## src/rtl/branch_predictor_pkg.sv

```systemverilog
// rtl/branch_predictor_pkg.sv - branch type codes, compare codes and BHT defaults
package branch_predictor_pkg;

  typedef enum logic [1:0] {
    NOTBRANCH    = 2'b00,
    UNCONDBRANCH = 2'b01,
    CONDBRANCH   = 2'b10,
    BRANCH_RSVD  = 2'b11
  } branch_flag_e;

  // sign_bits value meaning the ALU compare condition is true
  localparam logic [1:0] SIGN_ZERO = 2'b00;

  // weakly not-taken reset value for every BHT counter
  localparam int BHT_WEAK_NT = 1;

  function automatic logic resolve_taken(logic [1:0] branch_flag, logic [1:0] sign_bits);
    logic taken;
    taken = 1'b0;
    case (branch_flag)
      UNCONDBRANCH: taken = 1'b1;
      CONDBRANCH:   taken = (sign_bits == SIGN_ZERO);
      default:      taken = 1'b0;
    endcase
    return taken;
  endfunction

endpackage

```

## src/rtl/branch_predictor_if.sv

```systemverilog
// rtl/branch_predictor_if.sv - fetch predict port and execute resolve port
// BRANCH_STAT_EN adds the statistics counters to the bundle.
interface branch_predictor_if #(
  parameter int ADDR_WIDTH = 32
);
  logic [ADDR_WIDTH-1:0] pred_pc;
  logic                  pred_taken;
  logic                  res_valid;
  logic [ADDR_WIDTH-1:0] res_pc;
  logic [1:0]            branch_flag;
  logic [1:0]            sign_bits;
  logic                  res_pred_taken;
  logic                  special_pc_flag;
  logic                  mispredict;
`ifdef BRANCH_STAT_EN
  logic [31:0]           stat_branches;
  logic [31:0]           stat_mispredicts;
`endif

  modport master (
    output pred_pc, res_valid, res_pc, branch_flag, sign_bits, res_pred_taken,
    input  pred_taken, special_pc_flag, mispredict
`ifdef BRANCH_STAT_EN
    , input stat_branches, stat_mispredicts
`endif
  );

  modport slave (
    input  pred_pc, res_valid, res_pc, branch_flag, sign_bits, res_pred_taken,
    output pred_taken, special_pc_flag, mispredict
`ifdef BRANCH_STAT_EN
    , output stat_branches, stat_mispredicts
`endif
  );

endinterface

```

## src/rtl/branch_predictor_sat_counter.sv

```systemverilog
// rtl/branch_predictor_sat_counter.sv - saturating up/down next-value for a BHT counter
module sat_counter #(
  parameter int CNT_WIDTH = 2
) (
  input  logic [CNT_WIDTH-1:0] cnt,
  input  logic                 inc,
  output logic [CNT_WIDTH-1:0] nxt
);

  localparam logic [CNT_WIDTH-1:0] CNT_MAX = {CNT_WIDTH{1'b1}};
  localparam logic [CNT_WIDTH-1:0] CNT_ONE = CNT_WIDTH'(1);

  always_comb begin
    nxt = cnt;
    if (inc) begin
      if (cnt != CNT_MAX) nxt = cnt + CNT_ONE;
    end else begin
      if (cnt != '0) nxt = cnt - CNT_ONE;
    end
  end

endmodule

```

## src/rtl/branch_predictor.sv

```systemverilog
// rtl/branch_predictor.sv - PC-indexed BHT predictor with registered redirect on resolve
// Optional statistics counters are compiled in with BRANCH_STAT_EN.
module branch_predictor
  import branch_predictor_pkg::*;
#(
  parameter int ADDR_WIDTH = 32,
  parameter int IDX_WIDTH  = 6,
  parameter int CNT_WIDTH  = 2,
  parameter int CNT_INIT   = BHT_WEAK_NT
) (
  input  logic               clk,
  input  logic               rst,
  input  logic               rdy_in,
  branch_predictor_if.slave  bus
);

  localparam int DEPTH = 1 << IDX_WIDTH;
  localparam logic [CNT_WIDTH-1:0] INIT_VAL = CNT_WIDTH'(CNT_INIT);

  logic [CNT_WIDTH-1:0]  bht [DEPTH];
  logic [ADDR_WIDTH-1:0] pred_pc_w;
  logic [ADDR_WIDTH-1:0] res_pc_w;
  logic [IDX_WIDTH-1:0]  pred_idx;
  logic [IDX_WIDTH-1:0]  res_idx;
  logic [CNT_WIDTH-1:0]  cnt_next;
  logic                  actual;
  logic                  is_cond;
  logic                  resolve;
  logic                  wrong;
  logic                  special_q;
  logic                  mispredict_q;
  logic                  unused_pc_bits;

  assign pred_pc_w      = bus.pred_pc;
  assign res_pc_w       = bus.res_pc;
  assign pred_idx       = pred_pc_w[IDX_WIDTH+1:2];
  assign res_idx        = res_pc_w[IDX_WIDTH+1:2];
  // no tag check: only the index bits matter, aliasing PCs share a counter
  assign unused_pc_bits = ^{pred_pc_w, res_pc_w};

  assign actual  = resolve_taken(bus.branch_flag, bus.sign_bits);
  assign is_cond = (bus.branch_flag == CONDBRANCH);
  assign resolve = rdy_in && bus.res_valid;
  assign wrong   = (actual != bus.res_pred_taken);

  // read is the pre-update value; a same-cycle write shows up next cycle
  assign bus.pred_taken = bht[pred_idx][CNT_WIDTH-1];

  sat_counter #(
    .CNT_WIDTH (CNT_WIDTH)
  ) u_sat_counter (
    .cnt (bht[res_idx]),
    .inc (actual),
    .nxt (cnt_next)
  );

  always_ff @(posedge clk) begin
    if (rst) begin
      for (int i = 0; i < DEPTH; i++) bht[i] <= INIT_VAL;
      special_q    <= 1'b0;
      mispredict_q <= 1'b0;
    end else if (rdy_in) begin
      if (bus.res_valid) begin
        special_q    <= actual;
        mispredict_q <= wrong;
        if (is_cond) bht[res_idx] <= cnt_next;
      end else begin
        special_q    <= 1'b0;
        mispredict_q <= 1'b0;
      end
    end
  end

  assign bus.special_pc_flag = special_q;
  assign bus.mispredict      = mispredict_q;

`ifdef BRANCH_STAT_EN
  logic [31:0] stat_br_q;
  logic [31:0] stat_mp_q;

  always_ff @(posedge clk) begin
    if (rst) begin
      stat_br_q <= '0;
      stat_mp_q <= '0;
    end else if (resolve) begin
      if (is_cond && stat_br_q != 32'hFFFF_FFFF) stat_br_q <= stat_br_q + 32'd1;
      if (wrong && stat_mp_q != 32'hFFFF_FFFF) stat_mp_q <= stat_mp_q + 32'd1;
    end
  end

  assign bus.stat_branches    = stat_br_q;
  assign bus.stat_mispredicts = stat_mp_q;
`else
  logic unused_resolve;
  assign unused_resolve = resolve;
`endif

endmodule

```

## src/flat_wrapper.sv

```systemverilog
// flat-port wrapper written by rule: the top's interface ports become plain ports
module branch_predictor_flat import branch_predictor_pkg::*;
#(
  parameter int ADDR_WIDTH = 32,
  parameter int IDX_WIDTH  = 6,
  parameter int CNT_WIDTH  = 2,
  parameter int CNT_INIT   = BHT_WEAK_NT
)
  (clk, rst, rdy_in, bus_pred_pc, bus_res_valid, bus_res_pc, bus_branch_flag, bus_sign_bits, bus_res_pred_taken, bus_pred_taken, bus_special_pc_flag, bus_mispredict);
  branch_predictor_if #(.ADDR_WIDTH(ADDR_WIDTH)) bus_i ();
  input  logic clk;
  input  logic rst;
  input  logic rdy_in;
  input wire logic [$bits(bus_i.pred_pc)-1:0] bus_pred_pc;
  input wire logic [$bits(bus_i.res_valid)-1:0] bus_res_valid;
  input wire logic [$bits(bus_i.res_pc)-1:0] bus_res_pc;
  input wire logic [$bits(bus_i.branch_flag)-1:0] bus_branch_flag;
  input wire logic [$bits(bus_i.sign_bits)-1:0] bus_sign_bits;
  input wire logic [$bits(bus_i.res_pred_taken)-1:0] bus_res_pred_taken;
  output wire logic [$bits(bus_i.pred_taken)-1:0] bus_pred_taken;
  output wire logic [$bits(bus_i.special_pc_flag)-1:0] bus_special_pc_flag;
  output wire logic [$bits(bus_i.mispredict)-1:0] bus_mispredict;
  assign bus_i.pred_pc = bus_pred_pc;
  assign bus_i.res_valid = bus_res_valid;
  assign bus_i.res_pc = bus_res_pc;
  assign bus_i.branch_flag = bus_branch_flag;
  assign bus_i.sign_bits = bus_sign_bits;
  assign bus_i.res_pred_taken = bus_res_pred_taken;
  assign bus_pred_taken = bus_i.pred_taken;
  assign bus_special_pc_flag = bus_i.special_pc_flag;
  assign bus_mispredict = bus_i.mispredict;
  branch_predictor #(.ADDR_WIDTH(ADDR_WIDTH), .IDX_WIDTH(IDX_WIDTH), .CNT_WIDTH(CNT_WIDTH), .CNT_INIT(CNT_INIT)) u_core (.clk(clk), .rst(rst), .rdy_in(rdy_in), .bus(bus_i));
endmodule
```

## config.mk

```make
export PLATFORM = sky130hd
export DESIGN_NAME = branch_predictor_flat
export DESIGN_NICKNAME = d
export VERILOG_FILES = /design/src/rtl/branch_predictor_pkg.sv /design/src/rtl/branch_predictor_if.sv /design/src/rtl/branch_predictor_sat_counter.sv /design/src/rtl/branch_predictor.sv /design/src/flat_wrapper.sv
export SDC_FILE = /design/constraint.sdc
export NUM_CORES = 1
export LEC_CHECK = 0
export ABC_AREA = 1
export BUFFER_PORTS_ARGS = -buffer_cell sky130_fd_sc_hd__buf_4
export CORE_UTILIZATION = 54
export DETAILED_ROUTE_END_ITERATION = 8
export PLACE_DENSITY = 0.77
export SETUP_SLACK_MARGIN = 0.4
export SYNTH_ARGS = -nofsm -noshare
export SYNTH_HDL_FRONTEND = slang
export SYNTH_SLANG_ARGS = --single-unit
```

## constraint.sdc

```tcl
create_clock -name clk -period 2.6 [get_ports clk]
set_input_delay 0.13 -clock clk [delete_from_list [all_inputs] [get_ports clk]]
set_output_delay 0.13 -clock clk [all_outputs]
set_load 0.01 [all_outputs]
```

Word-level counts from Yosys, hierarchy flattened
Memories as Yosys holds them, arrays and structs flattened.
Index checks and enable logic that the tools add are counted.
W data, S select, Z words.
Storage, ports and cells
  memory bits (writable): 128
  flip-flop bits (word level): 2
  output and inout bits: 3
  word-level logic and storage cells: 28
  memories: 1
Operators by class
  reduce and logical (&&, ||, !) cells: 3
  eq/ne operators: 4
  multiplexer cells: 16
  add/sub/neg operators: 2
Memory list
  u_core.bht: words 64, bits a word 2, rd ports 2, clocked after memory_dff 0, write ports 64, RTL line branch_predictor.sv:20  | logic [CNT_WIDTH-1:0] bht [DEPTH];
Operator list (number)
  $mux W1: 10
  $mux W2: 4
  $mux W6: 1
  $add A2 B1 Y2 const B: 1
  $eq A2 B1 Y1 const B: 1
  $eq A2 B2 Y1 const B: 1
  $logic_not A2 Y1: 1
  $ne A2 B2 Y1 const B: 1
  $pmux W1 S2: 1
  $reduce_bool A2 Y1: 1
  $reduce_or A2 Y1: 1
  $sub A2 B1 Y2 const B: 1
  $ne A1 B1 Y1: 1

Longest topological paths before layout
  depth in word-level cells: 8
  mapped depth: 18
  gate-level depth less buffers: 15

Modules after synthesis
From an unflattened synthesis, not the netlist that was laid out.
Second synthesis, totals
  cells, all modules: 1062
  area total of the unflattened synthesis: 7653.6 µm²
By module, submodules not included
  branch_predictor: times used 1, area an instance 7628.6 µm², cells an instance 1056
  sat_counter: times used 1, area an instance 25.0 µm², cells an instance 6

Least setup slack after synthesis
No wires, ideal clock.
  path kind: in2reg
  start point: input port bus_res_pc[2]
  end point: memory u_core.bht[45][0], data pin
  path buffers: 4
  stages: 12
  data arrival time: 1.571 ns
  path slack: 0.765 ns
  setup time: 0.264 ns
  cell sequence: buf_4 > buf_6 > buf_4 > o211ai_1 > nand2_1 > o21ai_1 > nand2_1 > nor2_2 > nand3b_2 > nand2_2 > buf_2 > nand3_1
RTL lines
  from (decl): RTL line flat_wrapper.sv:16  | input wire logic [$bits(bus_i.res_pc)-1:0] bus_res_pc;
  to (decl): RTL line branch_predictor.sv:20

==> summary by stage <==
Status
The run finished with clean final reports.

Critical path
The start point of the critical path is u_core.bht[40][1]. Counting stages on the worst path, the most repeated cell is sky130_fd_sc_hd__nand2_1. The kind of cell adding the most delay to the critical path is simple AND/OR/NAND/NOR gates.

The worst setup path is launched from a flop. The slack of the worst reg-to-reg path is 520 ps. The worst setup path is of the flop to flop kind. The source of the worst register-to-register timing path is u_core.bht[40][1]. The maximum cell stage delay along the critical path is 390 ps. The count of cell instances traversed by the critical path is 12. Walking the worst path, the cells encountered are or2_0 -> nand3_1 -> nand2_1 -> o21ai_1 -> nand2_1 -> nor2_2 -> nand2_1 -> nand2_2 -> nand2_2 -> nand2_4 -> clkbuf_16 -> nor2_1. In this run the worst setup path terminates at u_core.bht[33][1]. The end of the worst register-to-register path is u_core.bht[33][1]. Data on the critical path arrives at its endpoint at 2270 ps. The slowest stage of the critical path is the sky130_fd_sc_hd__edfxtp_1 cell.

Together, buffers and inverters on the worst path number 1. Data on the critical path is required at its endpoint by 2790 ps. The number of cells on the worst reg-to-reg path is 12.

The worst setup path is captured at a flop. The largest fanout on the critical path is 8.

Route
After detailed routing, the number of remaining DRC violations is 0. The count of nets left with antenna violations once routing finished came out at 0. The first detailed-routing pass took 7 iterations. The number of DRC markers after the initial detailed-route iteration is 1,131. The ratio of routed vias to standard cells is 5.732. The routed layout has 7,188 vias. The total wirelength of the detailed-routed design is 22,140 µm. Dividing the detail-routed wire length by the instance count gives 17.66 µm.

Cells and area
The number of nets at the end of the flow is 1,136. 0 antenna diodes ended up in the layout. In the final layout, the share of cells above drive strength 1 is 8.939%. The layout-stage area growth over the synthesis result is 14.09%. Once layout is done, the placed cells without fillers occupy 8855 µm².

The count of filler cells inserted in the layout is 1,176.

Power and ir drop
The analysis attributes to cell leakage a power of 3.539 nW. Power spread over the standard cell area amounts to 620.9 nW/µm². The worst ir drop on vdd is 0.4937 mV.

Global routing
The first global-routing pass estimated 33,020 µm of wire. The total routing usage reported by global routing is 30.22%. The initial antenna violation count was 0.

The remaining global-route overflow is 0. The via count of the first global-routing pass was 6,478. Entering global routing, the biggest net connects 40 pins.

Place
During placement, the flow inserted port buffers numbering 23. The total cell area at the placement stage is 8089 µm². The final estimated routing congestion in global placement is 0.8715.

The wire-length estimate of the detail-placed layout is 13,210 µm.

Clock tree
The clock latency of the later-clocked register in the worst-skew pair is 430 ps. The number of buffers created by CTS is 17. The clock passes through at most 2 buffers.

The root buffer selected by CTS is sky130_fd_sc_hd__clkbuf_16. TritonCTS built the clock tree. The H-tree depth is 4. The number of clock sinks seen by CTS is 130. The register clock-pin slew on the reported worst setup and hold paths is 60 ps.

Synth
By area the synthesized netlist is led by sky130_fd_sc_hd__edfxtp_1 50%, sky130_fd_sc_hd__nand2_1 18%, sky130_fd_sc_hd__nor2_1 8.8%. After synthesis, the netlist uses 27 different library cells. The post-synthesis net count is 1,113. sky130_fd_sc_hd__nand2_1 is the most common cell in the netlist. The synthesized design devotes to its leading area cell type 49.52% of total area. Of all cell types, the one taking the most synthesized area is sky130_fd_sc_hd__edfxtp_1. For this run, the number of Yosys warnings is 0.

The mean instance size in the synthesized netlist is 7.477 µm². The most common flop cell mapped by yosys is sky130_fd_sc_hd__edfxtp_1. The post-synthesis cell area is 7761 µm².

The synthesized design contains 128 enable-type register cells. Synthesis inferred 130 register bits. For this run, the register share of the synthesized area comes to 50.04%. The fraction of registers with async set/reset is 0%. After technology mapping, the gate count stands at 1,038. The commonest cells after synthesis are 369 x sky130_fd_sc_hd__nand2_1, 181 x sky130_fd_sc_hd__nor2_1, 128 x sky130_fd_sc_hd__edfxtp_1.

STA
Setup repair after global routing left no endpoint under its margin. The maximum clock frequency is 0.4807 GHz. After routing, the total negative slack on setup checks comes to 0 ps. The final number of setup-violating endpoints is 0. The final critical path takes up 80.01% of the cycle. Measured against its own limit, the worst slew margin works out to 58.05%. The count of endpoints failing hold in the final timing report is 0. Counting I/O delays and the setup requirement, the final critical path takes 2080 ps. The max-slew violation count was 0. Between clock sinks in the finished design, the worst skew comes to 5.406 ps. For the pin with the worst max-slew slack, the measured transition is 628.5 ps.

Die
The overall die area is 14,860 µm². The cell row count is 43. The floorplan step set the die height to 121.9 µm. The die is 121.9 µm wide.

The core region is 13,930 µm². The initial utilization of the core area, before any placement, comes to 55.70%. In this run the count of I/O pins placed on the die edge is 76.

Min path
The path category of the worst min-delay check is primary input to flop.

Flow run
Max-cap violations in this run came to 0.
## per-layer routing
| metal | share of wire, % | up-vias | track usage [%] | wire length [µm] |
|---|---|---|---|---|
| li1 | - | 3355 | - | - |
| met1 | 39 | 3312 | 38.76 | 8583 |
| met2 | 47 | 450 | 49.08 | 10450 |
| met3 | 11 | 71 | 5.899 | 2359 |
| met4 | 3.4 | 0 | 14.43 | 743 |
| met5 | 0 | - | 0 | 0 |
## placed cells by master, fill, tap and decap left out, types with 5 or more instances in the layout
| cell | n |
|---|---|
| sky130_fd_sc_hd__nand2_1 | 367 |
| sky130_fd_sc_hd__nor2_1 | 181 |
| sky130_fd_sc_hd__o21ai_0 | 36 |
| sky130_fd_sc_hd__inv_1 | 116 |
| sky130_fd_sc_hd__a21oi_1 | 11 |
| sky130_fd_sc_hd__nand3_1 | 86 |
| sky130_fd_sc_hd__buf_4 | 43 |
| sky130_fd_sc_hd__o211ai_1 | 16 |
| sky130_fd_sc_hd__o21ai_1 | 5 |
| sky130_fd_sc_hd__edfxtp_1 | 128 |
| sky130_fd_sc_hd__buf_12 | 7 |
| sky130_fd_sc_hd__or2_0 | 5 |
| sky130_fd_sc_hd__clkbuf_16 | 20 |
## logic make-up (layout without fill, tap and decap cells)
family / count (synthesis) / after routing / synth area share, %
AND/OR/NAND/NOR: 653 / 654 / 33.61
buffers and inverters: 176 / 211 / 10.29
flip-flops: 130 / 130 / 50.04
AO/OA/AOI/OAI: 77 / 77 / 5.739
adder cells (fa/ha/maj): 2 / 2 / 0.3224
## power by group
part	internal, mW	leakage, nW	switching (mW)	total [mW]
Clock	1.48	0.273	0.897	2.38
Sequential	2.33	1.12	0.0208	2.36
Combinational	0.252	2.14	0.509	0.761
## timing repair
action	CTS	global route
endpoints found under the setup margin	0	57
hold buffers	4	0
setup buffers	0	4
resized for setup	0	9
hold endpoints to repair	2	0
## sequential cells by signal, summed over array words and instances (netlist names)
signal                      flops
u_core.bus.mispredict           1
u_core.bht                    128
u_core.bus.special_pc_flag      1
## worst reg2reg max path, cell delays in order (launching register included)
cell and delay, ps:
sky130_fd_sc_hd__edfxtp_1 390, sky130_fd_sc_hd__or2_0 210, sky130_fd_sc_hd__nand3_1 70, sky130_fd_sc_hd__nand2_1 60
sky130_fd_sc_hd__o21ai_1 170, sky130_fd_sc_hd__nand2_1 80, sky130_fd_sc_hd__nor2_2 140, sky130_fd_sc_hd__nand2_1 100
sky130_fd_sc_hd__nand2_2 90, sky130_fd_sc_hd__nand2_2 100, sky130_fd_sc_hd__nand2_4 170, sky130_fd_sc_hd__clkbuf_16 200
sky130_fd_sc_hd__nor2_1 50
## per-stage QoR
| stage | utilization (%) | hold slack [ps] | power (mW) | setup WS, ps | instances |
|---|---|---|---|---|---|
| 5_1_grt | 63.54 | 295.4 | 5.630 | 395.8 | 1254 |
| 4_1_cts | 62.47 | 257.1 | 5.388 | 450.3 | 1245 |
| 6_report | 63.54 | 285.9 | 5.498 | 519.8 | 1254 |
| 3_5_place_dp | 58.05 | 330.3 | 3.045 | 302.7 | 1209 |
| 3_3_place_gp | 58.05 | 327.1 | 3.038 | 324.2 | 1209 |
| 2_1_floorplan | - | 199.1 | 2.837 | 765.3 | 1038 |
## layout make-up
| class | instances | area, µm² | area share, % |
|---|---|---|---|
| Clock buffer | 19 | 432.9 | 4.889 |
| Clock inverter | 13 | 142.6 | 1.611 |
| Inverter | 118 | 442.9 | 5.002 |
| Multi-Input combinational cell | 733 | 3104 | 35.06 |
| Sequential cell | 130 | 3884 | 43.86 |
| Tap cell | 180 | 225.2 | 2.543 |
| Timing Repair Buffer | 61 | 623.1 | 7.037 |
## worst min-delay path by stage
stage,cells after the start,startpoint,to,slack [ps]
final,5,bus_res_pc[5],u_core.bht[23][0],290
after global routing,5,bus_res_pc[5],u_core.bht[23][0],300
after CTS,5,bus_res_pc[5],u_core.bht[23][0],260
after detailed placement,2,rst,u_core.bus.mispredict,330
after global placement,2,rst,u_core.bus.mispredict,330
after floorplan,1,rst,u_core.bus.mispredict,200
(Power assumes the default switching activity.)
